**config.mk**
```make
export PLATFORM = sky130hd
export DESIGN_NAME = data_mem_ctrl
export DESIGN_NICKNAME = d
export VERILOG_FILES = /design/src/rtl/data_mem_ctrl.sv
export SDC_FILE = /design/constraint.sdc
export NUM_CORES = 2
export LEC_CHECK = 0
export CAP_MARGIN = 10
export CELL_PAD_IN_SITES_DETAIL_PLACEMENT = 1
export CELL_PAD_IN_SITES_GLOBAL_PLACEMENT = 1
export CORE_ASPECT_RATIO = 1.25
export CORE_MARGIN = 4
export CORE_UTILIZATION = 40
export DETAILED_ROUTE_END_ITERATION = 10
export PLACE_DENSITY_LB_ADDON = 0.3
export SYNTH_ARGS = -nofsm -noshare
export SYNTH_HDL_FRONTEND = slang
export SYNTH_SLANG_ARGS = --single-unit
```
**constraint.sdc**
```tcl
create_clock -name clk -period 6.8 [get_ports clk]
set_clock_uncertainty 0.1 [all_clocks]
set_input_delay 1.36 -clock clk [delete_from_list [all_inputs] [get_ports clk]]
set_output_delay 1.36 -clock clk [all_outputs]
set_load 0.05 [all_outputs]
```
**src/rtl/data_mem_ctrl.sv**
```systemverilog
// data_mem_ctrl: multi-cycle RV32I data memory for the MEM stage.
//
// Accepts one load/store per valid/ready handshake, spends LATENCY cycles busy,
// then presents a one-cycle registered response. After reset the array is
// cleared by a hardware sweep (word 0 gets INIT_WORD0) before any request is
// accepted.
//
// Ports:
//   clk         rising-edge clock
//   reset       asynchronous active-low reset
//   req_valid   request present
//   req_ready   controller can accept a request
//   req_we      1 = store, 0 = load
//   req_funct3  RV32I funct3 of the access
//   req_addr    byte address
//   req_wdata   store data, right-aligned
//   resp_valid  one-cycle response pulse
//   resp_rdata  extended load data; 0 for stores and errors
//   resp_err    access rejected (misaligned, out of range, illegal funct3)
//   init_done   init sweep complete, held until next reset
module data_mem_ctrl #(
  parameter int unsigned DEPTH      = 64,
  parameter int unsigned LATENCY    = 1,
  parameter logic [31:0] INIT_WORD0 = 32'h0A00_0000
) (
  input  logic        clk,
  input  logic        reset,
  input  logic        req_valid,
  output logic        req_ready,
  input  logic        req_we,
  input  logic [2:0]  req_funct3,
  input  logic [31:0] req_addr,
  input  logic [31:0] req_wdata,
  output logic        resp_valid,
  output logic [31:0] resp_rdata,
  output logic        resp_err,
  output logic        init_done
);

  localparam int unsigned IW = $clog2(DEPTH);
  localparam logic [IW-1:0] LastIdx = IW'(DEPTH - 1);

  typedef enum logic [1:0] {StInit, StIdle, StBusy, StResp} state_e;

  state_e        state_q;
  logic [IW-1:0] init_cnt_q;
  logic [3:0]    busy_cnt_q;
  logic          we_q;
  logic [2:0]    funct3_q;
  logic [31:0]   addr_q;
  logic [31:0]   wdata_q;

  logic [31:0]   mem [DEPTH];

  // Decode of the latched request
  logic [IW-1:0] idx;
  logic [1:0]    lane;
  logic [31:0]   rd_word;
  logic          illegal;
  logic          misaligned;
  logic          out_of_range;
  logic          acc_err;
  logic [7:0]    lane_byte;
  logic [15:0]   lane_half;
  logic [31:0]   load_data;
  logic [31:0]   merged_word;
  logic          busy_last;

  // Array write port
  logic          mem_we;
  logic [IW-1:0] mem_waddr;
  logic [31:0]   mem_wdata;

  assign idx          = addr_q[IW+1:2];
  assign lane         = addr_q[1:0];
  assign rd_word      = mem[idx];
  assign out_of_range = (addr_q >> (IW + 2)) != 32'd0;
  assign busy_last    = (state_q == StBusy) && (busy_cnt_q == 4'd0);

  always_comb begin
    if (we_q) begin
      illegal = funct3_q > 3'b010;
    end else begin
      illegal = (funct3_q == 3'b011) || (funct3_q[2:1] == 2'b11);
    end
    // funct3[1:0] encodes size for every legal op: 00 byte, 01 half, 10 word
    misaligned = ((funct3_q[1:0] == 2'b01) && lane[0]) ||
                 ((funct3_q[1:0] == 2'b10) && (lane != 2'b00));
    acc_err    = illegal || misaligned || out_of_range;

    lane_byte = rd_word[{lane, 3'b000} +: 8];
    lane_half = lane[1] ? rd_word[31:16] : rd_word[15:0];

    load_data = '0;
    case (funct3_q)
      3'b000:  load_data = {{24{lane_byte[7]}}, lane_byte};
      3'b001:  load_data = {{16{lane_half[15]}}, lane_half};
      3'b010:  load_data = rd_word;
      3'b100:  load_data = {24'd0, lane_byte};
      3'b101:  load_data = {16'd0, lane_half};
      default: load_data = '0;
    endcase

    // Read-modify-write: untouched lanes keep their current contents
    merged_word = rd_word;
    case (funct3_q[1:0])
      2'b00: merged_word[{lane, 3'b000} +: 8] = wdata_q[7:0];
      2'b01: begin
        if (lane[1]) begin
          merged_word[31:16] = wdata_q[15:0];
        end else begin
          merged_word[15:0] = wdata_q[15:0];
        end
      end
      2'b10:   merged_word = wdata_q;
      default: merged_word = rd_word;
    endcase
  end

  always_comb begin
    mem_we    = 1'b0;
    mem_waddr = idx;
    mem_wdata = merged_word;
    if (state_q == StInit) begin
      mem_we    = 1'b1;
      mem_waddr = init_cnt_q;
      mem_wdata = (init_cnt_q == '0) ? INIT_WORD0 : 32'd0;
    end else if (busy_last && we_q && !acc_err) begin
      mem_we = 1'b1;
    end
  end

  // Array has no reset; the sweep defines its contents. While reset is held
  // the FSM sits in StInit, so no pending store can reach the array.
  always_ff @(posedge clk) begin
    if (mem_we) begin
      mem[mem_waddr] <= mem_wdata;
    end
  end

  always_ff @(posedge clk or negedge reset) begin
    if (!reset) begin
      state_q    <= StInit;
      init_cnt_q <= '0;
      busy_cnt_q <= '0;
      we_q       <= 1'b0;
      funct3_q   <= '0;
      addr_q     <= '0;
      wdata_q    <= '0;
      req_ready  <= 1'b0;
      resp_valid <= 1'b0;
      resp_rdata <= '0;
      resp_err   <= 1'b0;
      init_done  <= 1'b0;
    end else begin
      unique case (state_q)
        StInit: begin
          init_cnt_q <= init_cnt_q + 1'b1;
          if (init_cnt_q == LastIdx) begin
            state_q   <= StIdle;
            req_ready <= 1'b1;
            init_done <= 1'b1;
          end
        end
        StIdle: begin
          if (req_valid) begin
            we_q       <= req_we;
            funct3_q   <= req_funct3;
            addr_q     <= req_addr;
            wdata_q    <= req_wdata;
            busy_cnt_q <= 4'(LATENCY - 1);
            req_ready  <= 1'b0;
            state_q    <= StBusy;
          end
        end
        StBusy: begin
          if (busy_cnt_q == 4'd0) begin
            resp_rdata <= (we_q || acc_err) ? 32'd0 : load_data;
            resp_err   <= acc_err;
            resp_valid <= 1'b1;
            state_q    <= StResp;
          end else begin
            busy_cnt_q <= busy_cnt_q - 4'd1;
          end
        end
        StResp: begin
          resp_valid <= 1'b0;
          req_ready  <= 1'b1;
          state_q    <= StIdle;
        end
        default: state_q <= StInit;
      endcase
    end
  end

endmodule

```
==> results.md <==
- DIE AREA: 221100 um2
- Most common cell after layout, fill and taps aside: edfxtp_1
- Reg2reg path depth: 9
- Core Util, Final: 45.98%
- Hold_buf cts: 0
- Worst-path clk slew: 0.06 ns
- Post-synth EDFFs: 2048
- RD Place Congestion: 0.9068
- Residual DRC count: 0
- Ranking of synthesized cells by area: edfxtp_1 72%, mux4_2 11%, dfrtp_1 3.4%, mux2i_1 3.3%, mux2_2 1.4%
- RR Endpoint: mem[30][18]
- CTS tree: yes
- Type of destination of the critical path: register
- Avg Cell Area, Syn: 19.70 um2
- Clk root buf: clkbuf_16
- Hold_sp: init_done
- Syn nets: 4421
- Worst hold path endpoint: init_done
- Slew Limit Fails: 0
- CP Buf/Inv Count: 2
- RSZ-0062 raised after global routing: false
- Synth cell types: 84
- Asr flop ratio synth: 5.360%
- Critical Path RT: 7.32 ns
- DR WL/cell: 34.20 um
- CORE AREA: 212400 um2
- CP peak stage delay: 0.87 ns
- CTS H-tree depth: 4
- Die width: 421.4 um
- Fin. Hold Viols: 0
- CP Max Fanout: 42
- # rows: 189
- Hold Crit Class: register to register
- Die height: 524.7 um
- DR iter-0 viols: 5229
- Grt total ovfl: 0
- Worst setup SP type: register
- Port bufs: 106
- Largest net degree at the start of global routing: 78
- MaxCap Viol Count: 0
- Worst VDD drop: 0.5504 mV
- Seq cells post-synth: 2164
- Hold depth: 1
- Via count: 45490
- Number of gates resized after CTS: 0
- Tmin final: 5.588 ns
- Reg2reg setup slack: 1.21 ns
- Critical path type: register to register
- Worst-Skew Late Latency: 0.87 ns
- # nets final: 4679
- Post-CTS Setup Bufs: 0
- Power, Total: 51.48 mW
- Initial antenna violation count: 5
- Routed Antenna Nets: 0
- Slew headroom: 11.75%
- Area growth, synth to finish: 14.30%
- Global-route wire length before repair: 366300 um
- Top FF cell, synth: edfxtp_1
- Worst-Margin Slew: 1.314 ns
- Critical-path top delay cell: dfrtp_4
- Critical Path AT: 6.11 ns
- Cell count after synthesis: 4336
- Yosys top cell area share: 71.98%
- Final setup viols: 0
- Leak Pwr: 31.40 nW
- Commonest non-fill, non-tap cells in the layout: 2048 x edfxtp_1, 399 x mux4_2, 278 x mux2i_1, 209 x nand2_1, 209 x clkbuf_16
- Mapped cell area: 85430 um2
- RR Startpoint: addr_q[3]
- Top Family by Delay on Critical Path: compound AO/OA/AOI/OAI gates
- Synth Warn #: 0
- Num CTS Buffers: 205
- Power density cells: 527.2 nW/um2
- DR vias/cell: 6.044
- CP cell instances: buf_4 > mux4_2 > nor2_1 > a2111oi_0 > a211oi_1 > a22oi_1 > a222oi_1 > nor2_4 > buf_4
- Share of cells above drive strength 1: 23.58%
- GRT Util Overall: 22.94%
- DRT Pass-1 Iters: 6
- Post-route clock period utilization: 82.18%
- Number of global-route vias before repair: 47190
- Clock Tree Buf Depth: 4
- Post-DP HPWL: 161100 um
- Most used cell, CP: buf_4
- Io pins: 107
- Clock sink count: 2164
- Yosys top cell by area: edfxtp_1
- Outcome: completed
- Final TNS setup: 0 ns
- Sequential area share after synthesis: 75.38%
- Routed WL: 257400 um
- Fmax: 178.9 MHz
- Initial Utilization: 40.23%
## power by group
group	total (mW)	internal, mW	switching, mW
clock network	11.3	6.40	4.93
logic	18.9	5.20	13.7
registers	21.3	20.6	0.634
## cells in the mapped netlist (24+ instances only)
| cell type | count |
|---|---|
| edfxtp_1 | 2048 |
| mux4_2 | 399 |
| mux2i_1 | 278 |
| nand2_1 | 210 |
| nor2_1 | 147 |
| dfrtp_1 | 116 |
| mux2_2 | 107 |
| nand3_1 | 101 |
| a22oi_1 | 90 |
| buf_2 | 77 |
| clkbuf_1 | 75 |
| a21oi_1 | 74 |
| o22ai_1 | 62 |
| buf_4 | 47 |
| nand4_1 | 47 |
| o21ai_0 | 42 |
| buf_6 | 24 |
## registers in the layout, indices dropped and copies added (netlist names)
| name | flops |
|---|---|
| addr_q | 32 |
| busy_cnt_q | 4 |
| funct3_q | 3 |
| init_cnt_q | 6 |
| init_done | 1 |
| mem | 2048 |
| req_ready | 1 |
| resp_err | 1 |
| resp_rdata | 32 |
| resp_valid | 1 |
| state_q | 2 |
| wdata_q | 32 |
| we_q | 1 |
## logic make-up after synthesis
logic type / Yosys count / synth area share (%)
and+or+nand+nor: 651 / 3.695
AOI/OAI and AO/OA: 454 / 3.790
DFF: 2164 / 75.38
buffers and inverters: 264 / 1.690
xor gates and xnor gates: 5 / 0.05127
muxes: 784 / 15.19
adders and majority gates: 14 / 0.2050
## how the worst max path moves through the flow
| stage | start | cells after the start | endpoint | slack, ns |
|---|---|---|---|---|
| floorplan | addr_q[3] | 10 | mem[0][6] | 1.94 |
| global placement | addr_q[3] | 9 | mem[28][18] | 1.31 |
| detailed placement | addr_q[3] | 9 | mem[57][18] | 1.13 |
| CTS | addr_q[3] | 9 | mem[58][18] | 1.14 |
| global route | addr_q[2] | 8 | mem[48][26] | 0.87 |
| finish | addr_q[3] | 9 | mem[30][18] | 1.21 |
## routing by layer
metal  routed length (um)  GRT usage [%]  vias up
li1                     -              -    18430
met1               102700          30.80    24590
met2               126600          38.20     2013
met3                17920          3.458      456
met4                10080          8.334        4
met5                   34              0        -
## metrics by stage
step	cells	setup WS (ns)	hold slack (ns)	instance area (um2)
floorplan	4336	1.935	0.3783	85430
global placement	7152	1.307	0.3592	91060
detailed placement	7153	1.130	0.3744	91080
CTS	7520	1.135	0.3978	97580
global route	7524	0.8731	0.4226	97640
finish	7526	1.212	0.3961	97650
## layout make-up
| class | count | area (um2) |
|---|---|---|
| fillers | 19510 | 114700 |
| well taps | 2769 | 3465 |
| clock inverters | 111 | 1047 |
| repair buffers | 296 | 2885 |
| multi-input cells | 1908 | 20290 |
| inverters | 19 | 73.82 |
| flip-flops and latches | 2164 | 64420 |
| clock buffers | 256 | 5456 |
| diodes | 3 | 7.507 |
Note: power is estimated with default switching activity, not from simulation.
